## src/rtl/decode_stage_if.sv

```systemverilog
// Fetch/regfile/execute signal bundle for the RV32I decode stage.
// slave is the decode side, master is whoever drives fetch, the register file and execute.
interface decode_stage_if #(
  parameter int XLEN  = 32,
  parameter int RF_AW = 5
) ();
  logic             if_valid;
  logic             if_ready;
  logic [31:0]      if_inst;
  logic [XLEN-1:0]  if_pc;
  logic [RF_AW-1:0] rf_rs1_addr;
  logic [RF_AW-1:0] rf_rs2_addr;
  logic [XLEN-1:0]  rf_rs1_data;
  logic [XLEN-1:0]  rf_rs2_data;
  logic             flush;
  logic             ex_valid;
  logic             ex_ready;
  logic [XLEN-1:0]  ex_op1;
  logic [XLEN-1:0]  ex_op2;
  logic [XLEN-1:0]  ex_rs2_data;
  logic [XLEN-1:0]  ex_imm;
  logic [XLEN-1:0]  ex_pc;
  logic [2:0]       ex_funct3;
  logic [6:0]       ex_funct7;
  logic [6:0]       ex_opcode;
  logic [RF_AW-1:0] ex_rd;
  logic             ex_reg_wen;
  logic             ex_illegal;

  modport slave (
    input  if_valid, if_inst, if_pc, rf_rs1_data, rf_rs2_data, flush, ex_ready,
    output if_ready, rf_rs1_addr, rf_rs2_addr, ex_valid, ex_op1, ex_op2, ex_rs2_data,
           ex_imm, ex_pc, ex_funct3, ex_funct7, ex_opcode, ex_rd, ex_reg_wen, ex_illegal
  );

  modport master (
    output if_valid, if_inst, if_pc, rf_rs1_data, rf_rs2_data, flush, ex_ready,
    input  if_ready, rf_rs1_addr, rf_rs2_addr, ex_valid, ex_op1, ex_op2, ex_rs2_data,
           ex_imm, ex_pc, ex_funct3, ex_funct7, ex_opcode, ex_rd, ex_reg_wen, ex_illegal
  );
endinterface

```

## src/rtl/decode_stage.sv

```systemverilog
// RV32I decode stage: combinational decode of the fetched word plus register-file
// operands, captured into a single output register handed to execute over valid/ready.
module decode_stage #(
  parameter int XLEN  = 32,
  parameter int RF_AW = 5
) (
  input  logic          clock,
  input  logic          reset_n,
  decode_stage_if.slave bus
);

  localparam logic [6:0] OPC_OP     = 7'b0110011;
  localparam logic [6:0] OPC_OPIMM  = 7'b0010011;
  localparam logic [6:0] OPC_LOAD   = 7'b0000011;
  localparam logic [6:0] OPC_STORE  = 7'b0100011;
  localparam logic [6:0] OPC_BRANCH = 7'b1100011;
  localparam logic [6:0] OPC_LUI    = 7'b0110111;
  localparam logic [6:0] OPC_AUIPC  = 7'b0010111;
  localparam logic [6:0] OPC_JAL    = 7'b1101111;
  localparam logic [6:0] OPC_JALR   = 7'b1100111;

  function automatic logic signed [XLEN-1:0] imm_i(input logic [31:0] inst);
    return {{(XLEN-12){inst[31]}}, inst[31:20]};
  endfunction

  function automatic logic signed [XLEN-1:0] imm_s(input logic [31:0] inst);
    return {{(XLEN-12){inst[31]}}, inst[31:25], inst[11:7]};
  endfunction

  function automatic logic signed [XLEN-1:0] imm_b(input logic [31:0] inst);
    return {{(XLEN-13){inst[31]}}, inst[31], inst[7], inst[30:25], inst[11:8], 1'b0};
  endfunction

  function automatic logic signed [XLEN-1:0] imm_u(input logic [31:0] inst);
    return {{(XLEN-32){inst[31]}}, inst[31:12], 12'b0};
  endfunction

  function automatic logic signed [XLEN-1:0] imm_j(input logic [31:0] inst);
    return {{(XLEN-21){inst[31]}}, inst[31], inst[19:12], inst[20], inst[30:21], 1'b0};
  endfunction

  // ---- stage p0: combinational decode of the fetched word ----
  logic [6:0]              opcode_p0;
  logic [2:0]              inst_f3_p0;
  logic [RF_AW-1:0]        rd_p0;
  logic signed [XLEN-1:0]  rs1_p0, rs2_p0;
  logic signed [XLEN-1:0]  op1_p0, op2_p0, imm_p0;
  logic [2:0]              funct3_p0;
  logic [6:0]              funct7_p0;
  logic                    wen_p0, illegal_p0;
  logic                    accept_p0;

  // ---- stage p1: bundle register presented to execute ----
  logic                    vld_p1;
  logic signed [XLEN-1:0]  op1_p1, op2_p1, rs2_p1, imm_p1;
  logic [XLEN-1:0]         pc_p1;
  logic [2:0]              funct3_p1;
  logic [6:0]              funct7_p1, opcode_p1;
  logic [RF_AW-1:0]        rd_p1;
  logic                    wen_p1, illegal_p1;

  assign opcode_p0   = bus.if_inst[6:0];
  assign inst_f3_p0  = bus.if_inst[14:12];
  assign rd_p0       = bus.if_inst[11:7];
  assign rs1_p0      = $signed(bus.rf_rs1_data);
  assign rs2_p0      = $signed(bus.rf_rs2_data);

  assign bus.rf_rs1_addr = bus.if_inst[19:15];
  assign bus.rf_rs2_addr = bus.if_inst[24:20];

  assign bus.if_ready = ~bus.flush & (~vld_p1 | bus.ex_ready);
  assign accept_p0    = bus.if_valid & bus.if_ready;

  // Opcode decode: select ALU operands, immediate, ALU function fields and write enable.
  always_comb begin
    op1_p0     = '0;
    op2_p0     = '0;
    imm_p0     = '0;
    funct3_p0  = 3'b000;
    funct7_p0  = 7'b0;
    wen_p0     = 1'b0;
    illegal_p0 = 1'b0;
    if (bus.if_inst[1:0] != 2'b11) begin
      illegal_p0 = 1'b1;
    end else begin
      case (opcode_p0)
        OPC_OP: begin
          op1_p0    = rs1_p0;
          op2_p0    = rs2_p0;
          wen_p0    = 1'b1;
          funct3_p0 = inst_f3_p0;
          funct7_p0 = bus.if_inst[31:25];
        end
        OPC_OPIMM: begin
          op1_p0    = rs1_p0;
          imm_p0    = imm_i(bus.if_inst);
          op2_p0    = imm_i(bus.if_inst);
          wen_p0    = 1'b1;
          funct3_p0 = inst_f3_p0;
          // Shifts: funct7 carries the arithmetic/logical selector, so op2 is only the shamt.
          if (inst_f3_p0 == 3'b001 || inst_f3_p0 == 3'b101) begin
            funct7_p0 = bus.if_inst[31:25];
            op2_p0    = $signed({{(XLEN-5){1'b0}}, bus.if_inst[24:20]});
          end
        end
        OPC_LOAD, OPC_JALR: begin
          op1_p0 = rs1_p0;
          imm_p0 = imm_i(bus.if_inst);
          op2_p0 = imm_i(bus.if_inst);
          wen_p0 = 1'b1;
        end
        OPC_STORE: begin
          op1_p0 = rs1_p0;
          imm_p0 = imm_s(bus.if_inst);
          op2_p0 = imm_s(bus.if_inst);
        end
        OPC_BRANCH: begin
          op1_p0    = rs1_p0;
          op2_p0    = rs2_p0;
          imm_p0    = imm_b(bus.if_inst);
          funct3_p0 = inst_f3_p0;
        end
        OPC_LUI: begin
          imm_p0 = imm_u(bus.if_inst);
          op2_p0 = imm_u(bus.if_inst);
          wen_p0 = 1'b1;
        end
        OPC_AUIPC: begin
          op1_p0 = $signed(bus.if_pc);
          imm_p0 = imm_u(bus.if_inst);
          op2_p0 = imm_u(bus.if_inst);
          wen_p0 = 1'b1;
        end
        OPC_JAL: begin
          op1_p0 = $signed(bus.if_pc);
          imm_p0 = imm_j(bus.if_inst);
          op2_p0 = imm_j(bus.if_inst);
          wen_p0 = 1'b1;
        end
        default: illegal_p0 = 1'b1;
      endcase
    end
    if (rd_p0 == '0) wen_p0 = 1'b0;
  end

  // Output register: load on accept, drop on flush or consumption, otherwise hold.
  always_ff @(posedge clock or negedge reset_n) begin
    if (!reset_n) begin
      vld_p1     <= 1'b0;
      op1_p1     <= '0;
      op2_p1     <= '0;
      rs2_p1     <= '0;
      imm_p1     <= '0;
      pc_p1      <= '0;
      funct3_p1  <= '0;
      funct7_p1  <= '0;
      opcode_p1  <= '0;
      rd_p1      <= '0;
      wen_p1     <= 1'b0;
      illegal_p1 <= 1'b0;
    end else if (bus.flush) begin
      vld_p1 <= 1'b0;
    end else if (accept_p0) begin
      vld_p1     <= 1'b1;
      op1_p1     <= op1_p0;
      op2_p1     <= op2_p0;
      rs2_p1     <= rs2_p0;
      imm_p1     <= imm_p0;
      pc_p1      <= bus.if_pc;
      funct3_p1  <= funct3_p0;
      funct7_p1  <= funct7_p0;
      opcode_p1  <= opcode_p0;
      rd_p1      <= rd_p0;
      wen_p1     <= wen_p0;
      illegal_p1 <= illegal_p0;
    end else if (vld_p1 && bus.ex_ready) begin
      vld_p1 <= 1'b0;
    end
  end

  assign bus.ex_valid    = vld_p1;
  assign bus.ex_op1      = op1_p1;
  assign bus.ex_op2      = op2_p1;
  assign bus.ex_rs2_data = rs2_p1;
  assign bus.ex_imm      = imm_p1;
  assign bus.ex_pc       = pc_p1;
  assign bus.ex_funct3   = funct3_p1;
  assign bus.ex_funct7   = funct7_p1;
  assign bus.ex_opcode   = opcode_p1;
  assign bus.ex_rd       = rd_p1;
  assign bus.ex_reg_wen  = wen_p1;
  assign bus.ex_illegal  = illegal_p1;

endmodule

```

## src/flat_wrapper.sv

```systemverilog
// flat-port wrapper written by rule: the top's interface ports become plain ports
module decode_stage_flat 
#(
  parameter int XLEN  = 32,
  parameter int RF_AW = 5
)
  (clock, reset_n, bus_if_valid, bus_if_inst, bus_if_pc, bus_rf_rs1_data, bus_rf_rs2_data, bus_flush, bus_ex_ready, bus_if_ready, bus_rf_rs1_addr, bus_rf_rs2_addr, bus_ex_valid, bus_ex_op1, bus_ex_op2, bus_ex_rs2_data, bus_ex_imm, bus_ex_pc, bus_ex_funct3, bus_ex_funct7, bus_ex_opcode, bus_ex_rd, bus_ex_reg_wen, bus_ex_illegal);
  decode_stage_if #(.XLEN(XLEN), .RF_AW(RF_AW)) bus_i ();
  input  logic clock;
  input  logic reset_n;
  input wire logic [$bits(bus_i.if_valid)-1:0] bus_if_valid;
  input wire logic [$bits(bus_i.if_inst)-1:0] bus_if_inst;
  input wire logic [$bits(bus_i.if_pc)-1:0] bus_if_pc;
  input wire logic [$bits(bus_i.rf_rs1_data)-1:0] bus_rf_rs1_data;
  input wire logic [$bits(bus_i.rf_rs2_data)-1:0] bus_rf_rs2_data;
  input wire logic [$bits(bus_i.flush)-1:0] bus_flush;
  input wire logic [$bits(bus_i.ex_ready)-1:0] bus_ex_ready;
  output wire logic [$bits(bus_i.if_ready)-1:0] bus_if_ready;
  output wire logic [$bits(bus_i.rf_rs1_addr)-1:0] bus_rf_rs1_addr;
  output wire logic [$bits(bus_i.rf_rs2_addr)-1:0] bus_rf_rs2_addr;
  output wire logic [$bits(bus_i.ex_valid)-1:0] bus_ex_valid;
  output wire logic [$bits(bus_i.ex_op1)-1:0] bus_ex_op1;
  output wire logic [$bits(bus_i.ex_op2)-1:0] bus_ex_op2;
  output wire logic [$bits(bus_i.ex_rs2_data)-1:0] bus_ex_rs2_data;
  output wire logic [$bits(bus_i.ex_imm)-1:0] bus_ex_imm;
  output wire logic [$bits(bus_i.ex_pc)-1:0] bus_ex_pc;
  output wire logic [$bits(bus_i.ex_funct3)-1:0] bus_ex_funct3;
  output wire logic [$bits(bus_i.ex_funct7)-1:0] bus_ex_funct7;
  output wire logic [$bits(bus_i.ex_opcode)-1:0] bus_ex_opcode;
  output wire logic [$bits(bus_i.ex_rd)-1:0] bus_ex_rd;
  output wire logic [$bits(bus_i.ex_reg_wen)-1:0] bus_ex_reg_wen;
  output wire logic [$bits(bus_i.ex_illegal)-1:0] bus_ex_illegal;
  assign bus_i.if_valid = bus_if_valid;
  assign bus_i.if_inst = bus_if_inst;
  assign bus_i.if_pc = bus_if_pc;
  assign bus_i.rf_rs1_data = bus_rf_rs1_data;
  assign bus_i.rf_rs2_data = bus_rf_rs2_data;
  assign bus_i.flush = bus_flush;
  assign bus_i.ex_ready = bus_ex_ready;
  assign bus_if_ready = bus_i.if_ready;
  assign bus_rf_rs1_addr = bus_i.rf_rs1_addr;
  assign bus_rf_rs2_addr = bus_i.rf_rs2_addr;
  assign bus_ex_valid = bus_i.ex_valid;
  assign bus_ex_op1 = bus_i.ex_op1;
  assign bus_ex_op2 = bus_i.ex_op2;
  assign bus_ex_rs2_data = bus_i.ex_rs2_data;
  assign bus_ex_imm = bus_i.ex_imm;
  assign bus_ex_pc = bus_i.ex_pc;
  assign bus_ex_funct3 = bus_i.ex_funct3;
  assign bus_ex_funct7 = bus_i.ex_funct7;
  assign bus_ex_opcode = bus_i.ex_opcode;
  assign bus_ex_rd = bus_i.ex_rd;
  assign bus_ex_reg_wen = bus_i.ex_reg_wen;
  assign bus_ex_illegal = bus_i.ex_illegal;
  decode_stage #(.XLEN(XLEN), .RF_AW(RF_AW)) u_core (.clock(clock), .reset_n(reset_n), .bus(bus_i));
endmodule
```

## config.mk

```make
export PLATFORM = sky130hd
export DESIGN_NAME = decode_stage_flat
export DESIGN_NICKNAME = d
export VERILOG_FILES = /design/src/rtl/decode_stage_if.sv /design/src/rtl/decode_stage.sv /design/src/flat_wrapper.sv
export SDC_FILE = /design/constraint.sdc
export NUM_CORES = 1
export LEC_CHECK = 0
export CORE_ASPECT_RATIO = 1.75
export CORE_MARGIN = 2
export CORE_UTILIZATION = 43
export DETAILED_ROUTE_END_ITERATION = 10
export PLACE_DENSITY = 0.8
export SLEW_MARGIN = 20
export SYNTH_ARGS = -nofsm -noshare
export SYNTH_HDL_FRONTEND = slang
export SYNTH_SLANG_ARGS = --single-unit
```

## constraint.sdc

```tcl
create_clock -name clock -period 2.1 [get_ports clock]
set_input_delay 0.42 -clock clock [delete_from_list [all_inputs] [get_ports clock]]
set_output_delay 0.42 -clock clock [all_outputs]
set_load 0.005 [all_outputs]
```

-- Yosys cells after proc, flatten, opt, wreduce, memory -nomap -nowiden
Index checks and enable logic that the tools add are counted.
- bits in registers: 185
- input bits: 133
- output and inout port bits: 196
- word-level logic and storage cells: 63
- equality and inequality tests: 12
- muxes and demuxes: 20
- bitwise logic cells: 5
- reductions and logical operators: 14
- operator list (operator ; count):
    $pmux 32 s6 ; 1
    $pmux 32 s5 ; 1
    $mux 32 ; 4
    $pmux 32 s2 ; 1
    $eq 7x6->1 const B ; 3
    $eq 7x7->1 const B ; 3
    $eq 7x5->1 const B ; 2
    $mux 7 ; 2
    $pmux 7 s2 ; 1
    $reduce_or 9->1 ; 1
    $mux 1 ; 8
    $reduce_or 2->1 ; 4
    $eq 7x2->1 const B ; 1
    $reduce_or 7->1 ; 1
    $mux 3 ; 2
    $reduce_or 3->1 ; 2
    $reduce_or 6->1 ; 1
    $logic_not 5->1 ; 1
    $eq 3x1->1 const B ; 1
    $eq 3x3->1 const B ; 1
    $reduce_bool 3->1 ; 1
    $and 1x1->1 ; 2
    $ne 2x2->1 const B ; 1
    $not 1->1 ; 2
    4 further kinds ; 4

-- Longest topological paths before layout
- depth in word-level cells: 6
- gate-level depth with buffers: 8
- depth with buffers taken out: 5

-- Worst setup path after synthesis
OpenSTA, ideal clock, no wires.
- path kind: input to register
- start: input port bus_if_inst[4]
- end: register u_core.op1_p1[10] (netlist: u_core.bus.ex_op1[10])
- setup time: 126 ps
- data arrival time: 1708 ps
- data required time: 1974 ps
- path slack: 266 ps
- stages: 7
- path buffers: 2
- cells stage by stage: buf_2 and4b_1 and3_1 a31oi_1 nor2_1 buf_2 a221o_1
- cells in the longest elaborated chain, start to end: 4
- elaborated cells between the ends (all ways): 12
- those cells by class: 8 x eq/ne; 2 x mux; 2 x reduce/logical
- ends and longest elaborated chain (item ; RTL line ; text):
    start, declared ; flat_wrapper.sv:12 ; input wire logic [$bits(bus_i.if_inst)-1:0] bus_if_inst;
    $eq 7x6->1 (tied with other cells) ; decode_stage.sv:86 ; case (opcode_p0)
    $reduce_or 6->1 (no line) / $reduce_or 2->1 (equally long branches) ; -- ;
    $pmux 32 s2 * ; decode_stage.sv:86 ;
    $mux 32 * ; decode_stage.sv:83 ; if (bus.if_inst[1:0] != 2'b11) begin
    end signal, assigned ; decode_stage.sv:165 ; op1_p1 <= op1_p0;
    end, declared ; decode_stage.sv:55 ; logic signed [XLEN-1:0] op1_p1, op2_p1, rs2_p1, imm_p1;
Mark *: on every way between the ends. The rest lies on a longest branch, timed or not.
A chain may end at the register's enable or synchronous reset.

-- Worst setup path after layout
- start: input port bus_ex_ready
- end: register u_core.opcode_p1[3] (netlist: u_core.bus.ex_opcode[3])
- cells in the longest elaborated chain, start to end: 4
- ends and longest elaborated chain (item ; RTL line ; text):
    start, declared ; flat_wrapper.sv:17 ; input wire logic [$bits(bus_i.ex_ready)-1:0] bus_ex_ready;
    $or 1x1->1 ; decode_stage.sv:71 ; assign bus.if_ready = ~bus.flush & (~vld_p1 | bus.ex_ready);
    $and 1x1->1 ; decode_stage.sv:71 ;
    $and 1x1->1 ; decode_stage.sv:72 ; assign accept_p0 = bus.if_valid & bus.if_ready;
    $reduce_and 2->1 (no line) ; -- ;
    end signal, assigned ; decode_stage.sv:172 ; opcode_p1 <= opcode_p0;
    end, declared ; decode_stage.sv:58 ; logic [6:0] funct7_p1, opcode_p1;
Every way passes these cells.

==> impl_metrics.tcl <==
set metrics [dict create \
    hold_viol_final 0 \
    cp_max_fo 29 \
    routabilityCongestion 0.871 \
    fin_tns_setup_ps 0 \
    internal_power_w 0.00624 \
    postRouteAntennaNets 0 \
    htree_levels 4 \
    p_seq_frac 0.465 \
    place_ws_ps -760 \
    grt.overflow.total 0 \
    hold_path.class "in2reg" \
    drc_errors 0 \
    clkLatencyLatePin_ps 430 \
    die_h_um 185 \
    finClkSkew_ps 7.18 \
    synthCells 815 \
    dr.first_iter.drc_count 559 \
    cts_sinks 185 \
    clkSlewWorstSetupHoldPaths_ps 70 \
    grt_pass1_wl_um 44200 \
    synthArstFlopShare 1.00 \
    wl_per_cell_um 20.3 \
    synth_seq_cells 185 \
    endpoint_kind "flop" \
    cts_tree "done" \
    coreArea_um2 18400 \
    initial_utilization 0.435 \
    syn_area_per_cell_um2 9.84 \
    fin_crit_ps 2000 \
    required_ps 2470 \
    p_leak_nw 5.78 \
    worst-setup-path-type "in2reg" \
    area_delta_synth_final_pct 58.3 \
    critPathLaunchType "input port" \
    cp.arrival_ps 2370 \
    clk_path_buf_depth 2 \
    num_rows 66 \
    port_buffers 328 \
    netlist_area_um2 8020 \
    die_w_um 107 \
    swShare 0.264 \
    synth_edf_count 0 \
    crit_slowest_cell "clkdlybuf4s50_1" \
    slew_headroom 0.597 \
    totalPowerFinal_w 0.00847 \
    ys_seq_area_frac 0.577 \
    synth_cell_types 52 \
    cap_violations 0 \
    nNetsFinal 1321 \
    cts_root_buffer "clkbuf_16" \
    synth_top_area_cell "dfrtp_1" \
    synth_top_area_share 0.577 \
    setup_violations 0 \
    gr-usage-all-layers 0.295 \
    critPathMostFrequentCell "buf_4" \
    syn_nets 948 \
    synth_area_leaders "dfrtp_1 (58%), nand2_1 (14%), a221o_1 (4.0%)" \
    p_clk_frac 0.353 \
    slew_violations 0 \
    grt_start_max_net_pins 85 \
    io_pins 329 \
    clock.fmax_mhz 500 \
    rsz0062_at_grt "no" \
    setup_slack_ps 100 \
    synth_ff_type "dfrtp_1" \
    powerDensity_nw_per_um2 667 \
    synth_common_cells "nand2_1 (298), dfrtp_1 (185), nor2b_1 (34), a221o_1 (32), o21ai_1 (30)" \
    dr_total_vias 7760 \
    vias_per_cell 5.39 \
    crit_chain "clkdlybuf4s50_1 -> nor2b_1 -> buf_4 -> nor3b_4 -> buf_4 -> buf_4 -> buf_6 -> nand2_1 -> nand2_1" \
    layout-drive-gt1-share 0.124 \
    p_switching_w 0.00223 \
    cts_buffers 17 \
    hpwl_um 21700 \
    period_share 0.952 \
    max_stage_delay_ps 490 \
    dieArea_um2 19800 \
    tightestPinTransition_ps 599 \
    ir_drop_mv 0.500 \
    yosysMostFrequentCell "nand2_1" \
    wl_um 29300 \
    antenna_found_initial 1 \
    outcome "finished clean" \
    first_pass_iters 8 \
    final_util 0.689 \
    first_global_vias 7848 \
    ys.warnings.count 0 \
    p_comb_frac 0.182 \
]
[placed cells by master (no fill, tap or decap), types with 11 or more instances in the layout]
cell and n:
a211oi_1 11, a21oi_1 11, a221o_1 32, a22o_1 16, a22oi_1 12, buf_12 11, buf_4 72, clkbuf_16 17
clkdlybuf4s50_1 321, dfrtp_1 185, nand2_1 297, nand3_1 11, nor2_1 15, nor2b_1 34, o21ai_0 22, o21ai_1 31
[per-stage QoR]
stage                     area [um2]  instances  hold slack (ps)
final                          12700       1440              334
after global routing           12700       1440              320
after CTS                      12600       1432              478
after detailed placement       12000       1399              450
after global placement         12000       1399              448
after floorplan                 8020        815              124
[sequential cells by signal (all words and copies together) (netlist names)]
signal,flops
u_core.bus.ex_illegal,1
u_core.bus.ex_funct3,3
u_core.bus.ex_reg_wen,1
u_core.bus.ex_pc,32
u_core.bus.ex_rs2_data,32
u_core.bus.ex_op1,32
u_core.bus.ex_valid,1
u_core.bus.ex_opcode,7
u_core.bus.ex_rd,5
u_core.bus.ex_funct7,7
u_core.bus.ex_op2,32
u_core.bus.ex_imm,32
[timing repair]
| item | in CTS | in global routing |
|---|---|---|
| hold buffers | 1 | 0 |
| pin swaps | 0 | 6 |
| setup buffers | 0 | 6 |
| hold endpoints to repair | 29 | 0 |
| endpoints found under the setup margin | 19 | 111 |
| cloned | 0 | 1 |
| resized for setup | 4 | 13 |
[critical path, delay by kind of cell]
family | cells | cell delay, ps
buffers and inverters | 5 | 1390
and+or+nand+nor | 4 | 540
[per-layer routing]
| layer | up-vias | routed length [um] | global-route usage |
|---|---|---|---|
| li1 | 3536 | - | - |
| met3 | 78 | 1780 | 0.0591 |
| met1 | 3786 | 10600 | 0.336 |
| met5 | - | 0 | 0 |
| met4 | 0 | 1430 | 0.147 |
| met2 | 360 | 15500 | 0.519 |
[cell families after synthesis]
group	after synthesis	share of synthesized area
XOR/XNOR	1	0.00109
flip-flops	185	0.577
multiplexers	1	0.00125
AND/OR/NAND/NOR	388	0.214
AO/OA/AOI/OAI	174	0.164
buffers and inverters	66	0.0429
[area by class of cell]
cell class              count  area, um2
fillers                  1443       5720
well taps                 238        298
clock buffers              20        447
inverters                   3       11.3
diodes                      1       2.50
multi-input cells         564       3090
flip-flops and latches    185       4630
repair buffers            417       4120
clock inverters            12       96.3
[power groups by stage]
stage                     logic [W]  clock network [W]  registers (W)
after detailed placement    0.00154                  0        0.00400
after CTS                   0.00155            0.00304        0.00394
after global placement      0.00152                  0        0.00399
final                       0.00154            0.00299        0.00394
after floorplan            0.000385                  0        0.00402
after global routing        0.00166            0.00319        0.00396
[worst paths after layout]
kind,from,to,slack (ps),cells after the start
hold / removal,bus_if_inst[3],u_core.bus.ex_opcode[3],330,3
setup reg to reg,u_core.bus.ex_valid,u_core.bus.ex_opcode[3],130,8
setup / recovery,bus_ex_ready,u_core.bus.ex_opcode[3],100,9
min in group asynchronous,reset_n,u_core.bus.ex_pc[9],550,2
hold reg to reg,u_core.bus.ex_rd[0],u_core.bus.ex_rd[0],470,2
max in group asynchronous,reset_n,u_core.bus.ex_op2[0],920,3
Power figures use the tool's default switching activity.
